===== src/rtl/bz_music_player_if.sv =====
// Bus bundle for bz_music_player: game-control handshake, song ROM port,
// buzzer drive and a debug view of the sequencer state.
// Optional macro BZ_VOLUME_EN adds the 3-bit volume input.
//
// Handshake semantics: start is a one-cycle request that is accepted only
// while busy is low and stop is low; stop aborts any active playback on the
// next edge; done is a one-cycle pulse, asserted while busy is still high,
// on the cycle a song ends naturally; rom_data must present the word at
// rom_addr one cycle after rom_addr changes.
interface bz_music_player_if #(
    parameter int ADDR_WIDTH = 9,
    parameter int SONG_BITS  = 2,
    parameter int TUNE_WIDTH = 8,
    parameter int BEAT_WIDTH = 4
) ();
    logic                             start;
    logic                             stop;
    logic [SONG_BITS-1:0]             song_sel;
    logic                             loop_en;
    logic [ADDR_WIDTH-1:0]            rom_addr;
    logic [TUNE_WIDTH+BEAT_WIDTH-1:0] rom_data;
    logic                             busy;
    logic                             done;
    logic                             beep;
    logic [2:0]                       dbg_state;
`ifdef BZ_VOLUME_EN
    logic [2:0]                       volume;
`endif

    modport master (
`ifdef BZ_VOLUME_EN
        output volume,
`endif
        output start, stop, song_sel, loop_en, rom_data,
        input  rom_addr, busy, done, beep, dbg_state
    );

    modport slave (
`ifdef BZ_VOLUME_EN
        input  volume,
`endif
        input  start, stop, song_sel, loop_en, rom_data,
        output rom_addr, busy, done, beep, dbg_state
    );
endinterface


===== src/rtl/bz_music_player.sv =====
// bz_music_player: multi-song buzzer sequencer. Walks note words {tune, beat}
// from a synchronous song ROM and drives a square-wave tone on beep, with
// rests, end markers, loop mode and a silent gap after every note.
// Optional macro BZ_VOLUME_EN enables duty-cycle volume control on beep.
module bz_music_player #(
    parameter int ADDR_WIDTH = 9,
    parameter int SONG_BITS  = 2,
    parameter int TUNE_WIDTH = 8,
    parameter int BEAT_WIDTH = 4,
    parameter int TONE_SCALE = 64,
    parameter int BEAT_TICKS = 3125000,
    parameter int GAP_TICKS  = 250000
) (
    input  logic             clk,
    input  logic             rst,
    bz_music_player_if.slave bus
);
    localparam int LOW_BITS = ADDR_WIDTH - SONG_BITS;
    localparam int TONE_MAX = ((2 ** TUNE_WIDTH) - 1) * TONE_SCALE;
    localparam int BEAT_MAX = ((2 ** BEAT_WIDTH) - 1) * BEAT_TICKS;
    localparam int TCW      = (TONE_MAX > 1) ? $clog2(TONE_MAX + 1) : 1;
    localparam int BCW      = (BEAT_MAX > 1) ? $clog2(BEAT_MAX + 1) : 1;
    localparam int GCW      = (GAP_TICKS > 1) ? $clog2(GAP_TICKS + 1) : 1;
    localparam int GAP_M1   = (GAP_TICKS > 0) ? GAP_TICKS - 1 : 0;

    localparam logic [2:0] S_IDLE  = 3'd0;
    localparam logic [2:0] S_FETCH = 3'd1;
    localparam logic [2:0] S_LOAD  = 3'd2;
    localparam logic [2:0] S_PLAY  = 3'd3;
    localparam logic [2:0] S_GAP   = 3'd4;

    logic [2:0]            state_q,    state_d;
    logic [ADDR_WIDTH-1:0] rom_addr_q, rom_addr_d;
    logic [TUNE_WIDTH-1:0] tune_q,     tune_d;
    logic [BEAT_WIDTH-1:0] beat_q,     beat_d;
    logic [TCW-1:0]        tone_cnt_q, tone_cnt_d;
    logic                  phase_q,    phase_d;
    logic [BCW-1:0]        beat_cnt_q, beat_cnt_d;
    logic [GCW-1:0]        gap_cnt_q,  gap_cnt_d;
`ifdef BZ_VOLUME_EN
    logic [2:0]            duty_cnt_q, duty_cnt_d;
`endif

    logic [TUNE_WIDTH-1:0] rd_tune;
    logic [BEAT_WIDTH-1:0] rd_beat;
    logic [BEAT_WIDTH-1:0] rd_beat_eff;
    logic [TCW-1:0]        half_m1;
    logic [BCW-1:0]        note_m1;
    logic [ADDR_WIDTH-1:0] song_base;
    logic                  region_end;
    logic                  end_evt;
    logic                  step_evt;

    assign rd_tune     = bus.rom_data[TUNE_WIDTH+BEAT_WIDTH-1:BEAT_WIDTH];
    assign rd_beat     = bus.rom_data[BEAT_WIDTH-1:0];
    // A zero beat on a sounding note still plays for one beat.
    assign rd_beat_eff = (rd_beat == '0) ? BEAT_WIDTH'(1) : rd_beat;
    assign half_m1     = TCW'(tune_q) * TCW'(TONE_SCALE) - TCW'(1);
    assign note_m1     = BCW'(beat_q) * BCW'(BEAT_TICKS) - BCW'(1);
    // The song index lives in the top address bits, which never change mid-song.
    assign song_base   = {rom_addr_q[ADDR_WIDTH-1:LOW_BITS], {LOW_BITS{1'b0}}};
    assign region_end  = &rom_addr_q[LOW_BITS-1:0];

    // Next-state logic: sequencing, tone/beat/gap counting, end handling, stop override.
    always_comb begin
        state_d    = state_q;
        rom_addr_d = rom_addr_q;
        tune_d     = tune_q;
        beat_d     = beat_q;
        tone_cnt_d = tone_cnt_q;
        phase_d    = phase_q;
        beat_cnt_d = beat_cnt_q;
        gap_cnt_d  = gap_cnt_q;
`ifdef BZ_VOLUME_EN
        duty_cnt_d = '0;
`endif
        end_evt    = 1'b0;
        step_evt   = 1'b0;
        case (state_q)
            S_IDLE: begin
                if (bus.start && !bus.stop) begin
                    rom_addr_d = {bus.song_sel, {LOW_BITS{1'b0}}};
                    state_d    = S_FETCH;
                end
            end
            S_FETCH: state_d = S_LOAD;
            S_LOAD: begin
                tune_d     = rd_tune;
                beat_d     = rd_beat_eff;
                tone_cnt_d = '0;
                phase_d    = 1'b0;
                beat_cnt_d = '0;
                if (bus.rom_data == '0) end_evt = 1'b1;
                else                    state_d = S_PLAY;
            end
            S_PLAY: begin
`ifdef BZ_VOLUME_EN
                duty_cnt_d = duty_cnt_q + 3'd1;
`endif
                beat_cnt_d = beat_cnt_q + BCW'(1);
                // Rests keep the phase at 0 for the whole note.
                if (tune_q != '0) begin
                    if (tone_cnt_q == half_m1) begin
                        tone_cnt_d = '0;
                        phase_d    = !phase_q;
                    end else begin
                        tone_cnt_d = tone_cnt_q + TCW'(1);
                    end
                end
                if (beat_cnt_q == note_m1) begin
                    if (GAP_TICKS > 0) begin
                        state_d   = S_GAP;
                        gap_cnt_d = '0;
                    end else begin
                        step_evt = 1'b1;
                    end
                end
            end
            S_GAP: begin
                gap_cnt_d = gap_cnt_q + GCW'(1);
                if (gap_cnt_q == GCW'(GAP_M1)) step_evt = 1'b1;
            end
            default: state_d = S_IDLE;
        endcase
        // Advancing past the last word of the region counts as an end marker.
        if (step_evt) begin
            if (region_end) begin
                end_evt = 1'b1;
            end else begin
                rom_addr_d = rom_addr_q + ADDR_WIDTH'(1);
                state_d    = S_FETCH;
            end
        end
        if (end_evt) begin
            if (bus.loop_en) begin
                rom_addr_d = song_base;
                state_d    = S_FETCH;
            end else begin
                state_d = S_IDLE;
            end
        end
        if (bus.stop && state_q != S_IDLE) state_d = S_IDLE;
    end

    // State and counter registers with synchronous reset.
    always_ff @(posedge clk) begin
        if (rst) begin
            state_q    <= S_IDLE;
            rom_addr_q <= '0;
            tune_q     <= '0;
            beat_q     <= '0;
            tone_cnt_q <= '0;
            phase_q    <= 1'b0;
            beat_cnt_q <= '0;
            gap_cnt_q  <= '0;
`ifdef BZ_VOLUME_EN
            duty_cnt_q <= '0;
`endif
        end else begin
            state_q    <= state_d;
            rom_addr_q <= rom_addr_d;
            tune_q     <= tune_d;
            beat_q     <= beat_d;
            tone_cnt_q <= tone_cnt_d;
            phase_q    <= phase_d;
            beat_cnt_q <= beat_cnt_d;
            gap_cnt_q  <= gap_cnt_d;
`ifdef BZ_VOLUME_EN
            duty_cnt_q <= duty_cnt_d;
`endif
        end
    end

    assign bus.rom_addr  = rom_addr_q;
    assign bus.busy      = (state_q != S_IDLE);
    assign bus.dbg_state = state_q;
    // done marks the cycle of a natural end; an abort or reset suppresses it.
    assign bus.done      = end_evt && !bus.loop_en && !bus.stop && !rst;
`ifdef BZ_VOLUME_EN
    assign bus.beep      = phase_q && (state_q == S_PLAY) && (duty_cnt_q <= bus.volume);
`else
    assign bus.beep      = phase_q && (state_q == S_PLAY);
`endif
endmodule

===== src/flat_wrapper.sv =====
// flat-port wrapper written by rule: the top's interface ports become plain ports
module bz_music_player_flat 
#(
    parameter int ADDR_WIDTH = 9,
    parameter int SONG_BITS  = 2,
    parameter int TUNE_WIDTH = 8,
    parameter int BEAT_WIDTH = 4,
    parameter int TONE_SCALE = 64,
    parameter int BEAT_TICKS = 3125000,
    parameter int GAP_TICKS  = 250000
)
  (clk, rst, bus_start, bus_stop, bus_song_sel, bus_loop_en, bus_rom_data, bus_rom_addr, bus_busy, bus_done, bus_beep, bus_dbg_state);
  bz_music_player_if #(.ADDR_WIDTH(ADDR_WIDTH), .SONG_BITS(SONG_BITS), .TUNE_WIDTH(TUNE_WIDTH), .BEAT_WIDTH(BEAT_WIDTH)) bus_i ();
  input  logic clk;
  input  logic rst;
  input wire logic [$bits(bus_i.start)-1:0] bus_start;
  input wire logic [$bits(bus_i.stop)-1:0] bus_stop;
  input wire logic [$bits(bus_i.song_sel)-1:0] bus_song_sel;
  input wire logic [$bits(bus_i.loop_en)-1:0] bus_loop_en;
  input wire logic [$bits(bus_i.rom_data)-1:0] bus_rom_data;
  output wire logic [$bits(bus_i.rom_addr)-1:0] bus_rom_addr;
  output wire logic [$bits(bus_i.busy)-1:0] bus_busy;
  output wire logic [$bits(bus_i.done)-1:0] bus_done;
  output wire logic [$bits(bus_i.beep)-1:0] bus_beep;
  output wire logic [$bits(bus_i.dbg_state)-1:0] bus_dbg_state;
  assign bus_i.start = bus_start;
  assign bus_i.stop = bus_stop;
  assign bus_i.song_sel = bus_song_sel;
  assign bus_i.loop_en = bus_loop_en;
  assign bus_i.rom_data = bus_rom_data;
  assign bus_rom_addr = bus_i.rom_addr;
  assign bus_busy = bus_i.busy;
  assign bus_done = bus_i.done;
  assign bus_beep = bus_i.beep;
  assign bus_dbg_state = bus_i.dbg_state;
  bz_music_player #(.ADDR_WIDTH(ADDR_WIDTH), .SONG_BITS(SONG_BITS), .TUNE_WIDTH(TUNE_WIDTH), .BEAT_WIDTH(BEAT_WIDTH), .TONE_SCALE(TONE_SCALE), .BEAT_TICKS(BEAT_TICKS), .GAP_TICKS(GAP_TICKS)) u_core (.clk(clk), .rst(rst), .bus(bus_i));
endmodule

===== config.mk =====
export PLATFORM = sky130hd
export DESIGN_NAME = bz_music_player_flat
export DESIGN_NICKNAME = d
export VERILOG_FILES = /design/src/rtl/bz_music_player_if.sv /design/src/rtl/bz_music_player.sv /design/src/flat_wrapper.sv
export SDC_FILE = /design/constraint.sdc
export NUM_CORES = 1
export LEC_CHECK = 0
export ABC_AREA = 1
export CAP_MARGIN = 20
export CELL_PAD_IN_SITES_DETAIL_PLACEMENT = 0
export CELL_PAD_IN_SITES_GLOBAL_PLACEMENT = 2
export CORE_MARGIN = 8
export CORE_UTILIZATION = 36
export DETAILED_ROUTE_END_ITERATION = 8
export PLACE_DENSITY_LB_ADDON = 0.1
export RECOVER_POWER = 50
export SKIP_CTS_REPAIR_TIMING = 1
export SLEW_MARGIN = 0
export SYNTH_ARGS = -nofsm -noshare
export SYNTH_HDL_FRONTEND = slang
export SYNTH_SLANG_ARGS = --single-unit

===== constraint.sdc =====
create_clock -name clk -period 6.11 [get_ports clk]
set_input_delay 0.9165 -clock clk [delete_from_list [all_inputs] [get_ports clk]]
set_output_delay 0.9165 -clock clk [all_outputs]
set_load 0.005 [all_outputs]

==> implementation parameters <==
Parameter                              Value

Power
  Largest vdd supply drop ... between 100 and 150 uV
  Leakage power ... roughly 3.3 nW
  Power density over the cells ... 233.0 nW/um2

Job
  Count of max-cap constraint violations ... 1

Drt
  Detail-routed net length per standard cell ... between 10 and 15 um
  Total number of vias ... 6,415
  Remaining number of nets flagged by the antenna check after routing ... 0
  DR vias/cell ... between 4 and 5
  Remaining DRCs ... 0
  Detailed-routing iteration count for the pre-antenna-repair pass ... 7
  Total wire length ... approximately 18 mm
  DRT iter0 DRCs ... approximately 320

Setup path
  Flop2flop setup slack ... 1.43 ns
  Worst setup SP type ... flip-flop
  Critical path peak fanout ... 34
  Required time of the worst setup path ... around 5.2 ns
  Category of the most critical setup path ... reg2out
  Data arrival time of the critical path ... approximately 3.8 ns
  Crit end category ... primary output

Timing
  Max-slew violation count ... 38
  Fin Hold WS ... between 0.4 and 0.5 ns
  Final worst setup slack ... approximately 1.4 ns
  Largest clock skew in the final design ... 0.01031 ns
  Transition at the pin with the smallest max-transition slack ... approximately 2.3 ns
  Fmax ... 212.2 MHz
  Min Tclk post-route ... 4.712 ns
  Count of final hold-check violations ... 0
  Unrepaired setup endpoints after global routing ... no
  Final count of negative-setup-slack endpoints ... 0
  Worst relative slew slack ... -56.23%
  Total negative slack for setup checks ... 0 ns
  Final period util ... 77.13%

Synthesis
  Share of the synthesized area in the top cell type ... about a quarter
  Average size of a mapped cell ... ~6.4 um2
  Share of synthesized flip-flops with an asynchronous set or reset ... 0%
  Post-synthesis sequential element count ... a little over 80
  Synthesis warning total ... 0
  Area contributors post-synth ... sky130_fd_sc_hd__dfxtp_1, sky130_fd_sc_hd__nand2_1, sky130_fd_sc_hd__inv_1
  Number of distinct library cell variants in the gate-level netlist after synthesis ... 50
  Net count of the mapped netlist ... approximately 1,100
  Cell area after technology mapping ... between 6000 and 7000 um2
  Post-Syn Instances ... 1,054
  Most frequent cell after synthesis ... sky130_fd_sc_hd__nand2_1
  List of most frequent post-synthesis cells ... sky130_fd_sc_hd__nand2_1, sky130_fd_sc_hd__inv_1, sky130_fd_sc_hd__nor2_1, sky130_fd_sc_hd__dfxtp_1, sky130_fd_sc_hd__nand3_1
  Library cell occupying the most area in the post-synthesis netlist ... sky130_fd_sc_hd__dfxtp_1
  Share of the yosys chip area belonging to registers ... approximately 25%
  Count of flip-flops with a built-in enable after synthesis ... 0
  Leading register cell type out of synthesis ... sky130_fd_sc_hd__dfxtp_1

Outcome
  Status ... complete, but fails checks
  Violations in the final reports ... max-capacitance violations, max-slew violations

GRT
  Overflow left after global routing ... 0
  GRT Resource Usage Total ... between 10% and 20%
  Maximum number of pins on one net before global-route repair ... 38
  Via count of the first global-routing pass ... between 6,000 and 7,000
  Number of antenna violations at the first check in global routing ... 0
  First-pass GRT wire length ... between 30 and 40 mm

Floorplanning
  Die span in y ... 152.6 um
  X dimension of the die ... about 150 um
  Ports ... 34
  Floorplan row count ... 50
  Starting Density ... between 30% and 40%
  Core Box Area ... roughly 19,000 um2
  Floorplan die area ... ~23,000 um2

Cells and area
  N_diodes ... 0
  Final Net Count ... ~1,100
  Ratio of cells with drive above 1 in the final layout ... 7.834%
  Signed area change from the synthesized netlist to the final layout ... 11.78%
  Number of non-filler instances in the completed layout ... about 1,300
  Total non-filler cell area in the finished layout ... ~7500 um2

Placement
  # port buffers ... 33
  Placed Cells incl. Taps ... between 1,000 and 1,500
  Placement Cell Area ... 7232 um2
  Final weighted congestion of routability-driven global placement ... between 0.8 and 0.9
  HPWL after detailed placement ... roughly 14 mm
  Worst slack at placement ... 1.482 ns

Clocking
  Clock transition at the registers of the reported paths ... about 0.060 ns
  Insertion delay of the later-clocked pin in the worst-skew pair ... 0.35 ns
  CTS sink cnt ... just over 80
  H-tree lvl count ... 3
  Number of buffers on the longest clock path ... 2
  TritonCTS clock tree ... yes
  Number of clock buffers inserted by TritonCTS ... 9
  Root buffer cell ... sky130_fd_sc_hd__clkbuf_16

Worst hold path
  Path class of the lowest-slack min-delay path ... reg2reg
==> worst max-delay path: stages (launching register included) <==
cell and delay, ns:
sky130_fd_sc_hd__dfxtp_1 0.38, sky130_fd_sc_hd__nor3_1 0.97, sky130_fd_sc_hd__inv_1 0.87, sky130_fd_sc_hd__nor2_1 0.29, sky130_fd_sc_hd__a31oi_1 0.13, sky130_fd_sc_hd__nor4_1 0.24
sky130_fd_sc_hd__clkdlybuf4s50_1 0.57
==> power breakdown <==
part | switching, W | internal [W]
logic | 0.000429 | 0.000225
registers | 0.0000154 | 0.000551
clock network | 0.000246 | 0.000281
==> path summary, 6_finish.rpt <==
check / depth (start not counted) / to / start
hold / removal: 1 / u_core.beat_cnt_q[25] / u_core.beat_cnt_q[25]
setup / recovery: 6 / bus_done / u_core.bus.dbg_state[2]
hold reg to reg: 1 / u_core.beat_cnt_q[25] / u_core.beat_cnt_q[25]
setup reg to reg: 20 / u_core.gap_cnt_q[10] / u_core.beat_q[1]
==> layer usage <==
layer  GRT usage [%]  share of wire [%]  wire length [um]
met5               0                  0                 0
met4           4.100                1.7               314
met3           2.723                2.9               530
met2           26.05                 43              8029
met1           22.36                 52              9620
==> cell type report <==
type	count	area (um2)
clock buffers	10	229.0
clock inverters	6	48.80
fillers	2032	11010
inverters	173	649.4
multi-input cells	779	4294
flip-flops and latches	83	1662
well taps	234	292.8
repair buffers	34	327.8
==> per-stage QoR <==
step,util (%),power [W]
floorplan,-,0.001081
global placement,39.05,0.001250
detailed placement,39.05,0.001239
CTS,40.55,0.001777
global route,40.52,0.001893
finish,40.52,0.001748
==> cell usage in the layout, fill, tap and decap left out, types with 3 or more instances in the layout <==
cell type,instances
sky130_fd_sc_hd__clkbuf_16,9
sky130_fd_sc_hd__nor2_2,14
sky130_fd_sc_hd__fa_1,8
sky130_fd_sc_hd__nand3b_1,3
sky130_fd_sc_hd__o21ai_1,4
sky130_fd_sc_hd__inv_1,165
sky130_fd_sc_hd__nand2_2,11
sky130_fd_sc_hd__nand3_2,14
sky130_fd_sc_hd__clkdlybuf4s50_1,19
sky130_fd_sc_hd__nor3b_1,3
sky130_fd_sc_hd__xnor3_1,3
sky130_fd_sc_hd__nor4_1,7
sky130_fd_sc_hd__xor2_1,18
sky130_fd_sc_hd__nand2_1,278
sky130_fd_sc_hd__clkbuf_1,3
sky130_fd_sc_hd__nand3_1,74
sky130_fd_sc_hd__xnor2_1,6
sky130_fd_sc_hd__inv_2,7
sky130_fd_sc_hd__a211oi_1,13
sky130_fd_sc_hd__nand4_1,13
sky130_fd_sc_hd__nor2_1,108
sky130_fd_sc_hd__a22oi_1,3
sky130_fd_sc_hd__o21ai_0,42
sky130_fd_sc_hd__nor2_4,6
sky130_fd_sc_hd__dlygate4sd3_1,13
sky130_fd_sc_hd__ha_1,34
sky130_fd_sc_hd__a21oi_2,10
sky130_fd_sc_hd__dfxtp_1,83
sky130_fd_sc_hd__or2_2,3
sky130_fd_sc_hd__nor3_1,30
sky130_fd_sc_hd__a21oi_1,50
==> sequential cells by signal, summed over array words and instances, names as in the netlist <==
signal,count
u_core.phase_q,1
u_core.tune_q,8
u_core.bus.rom_addr,9
u_core.beat_q,4
u_core.beat_cnt_q,26
u_core.gap_cnt_q,18
u_core.tone_cnt_q,14
u_core.bus.dbg_state,3
==> logic make-up (layout without fill, tap and decap cells) <==
group	Yosys count	in the layout	synth area share, %
AOI/OAI and AO/OA	140	140	12.47
buffers and inverters	192	223	11.15
DFF	83	83	24.75
xor gates and xnor gates	27	27	4.138
and+or+nand+nor	570	570	38.77
adders and majority gates	42	42	8.723
No activity file was read; power rests on OpenSTA's default activity.
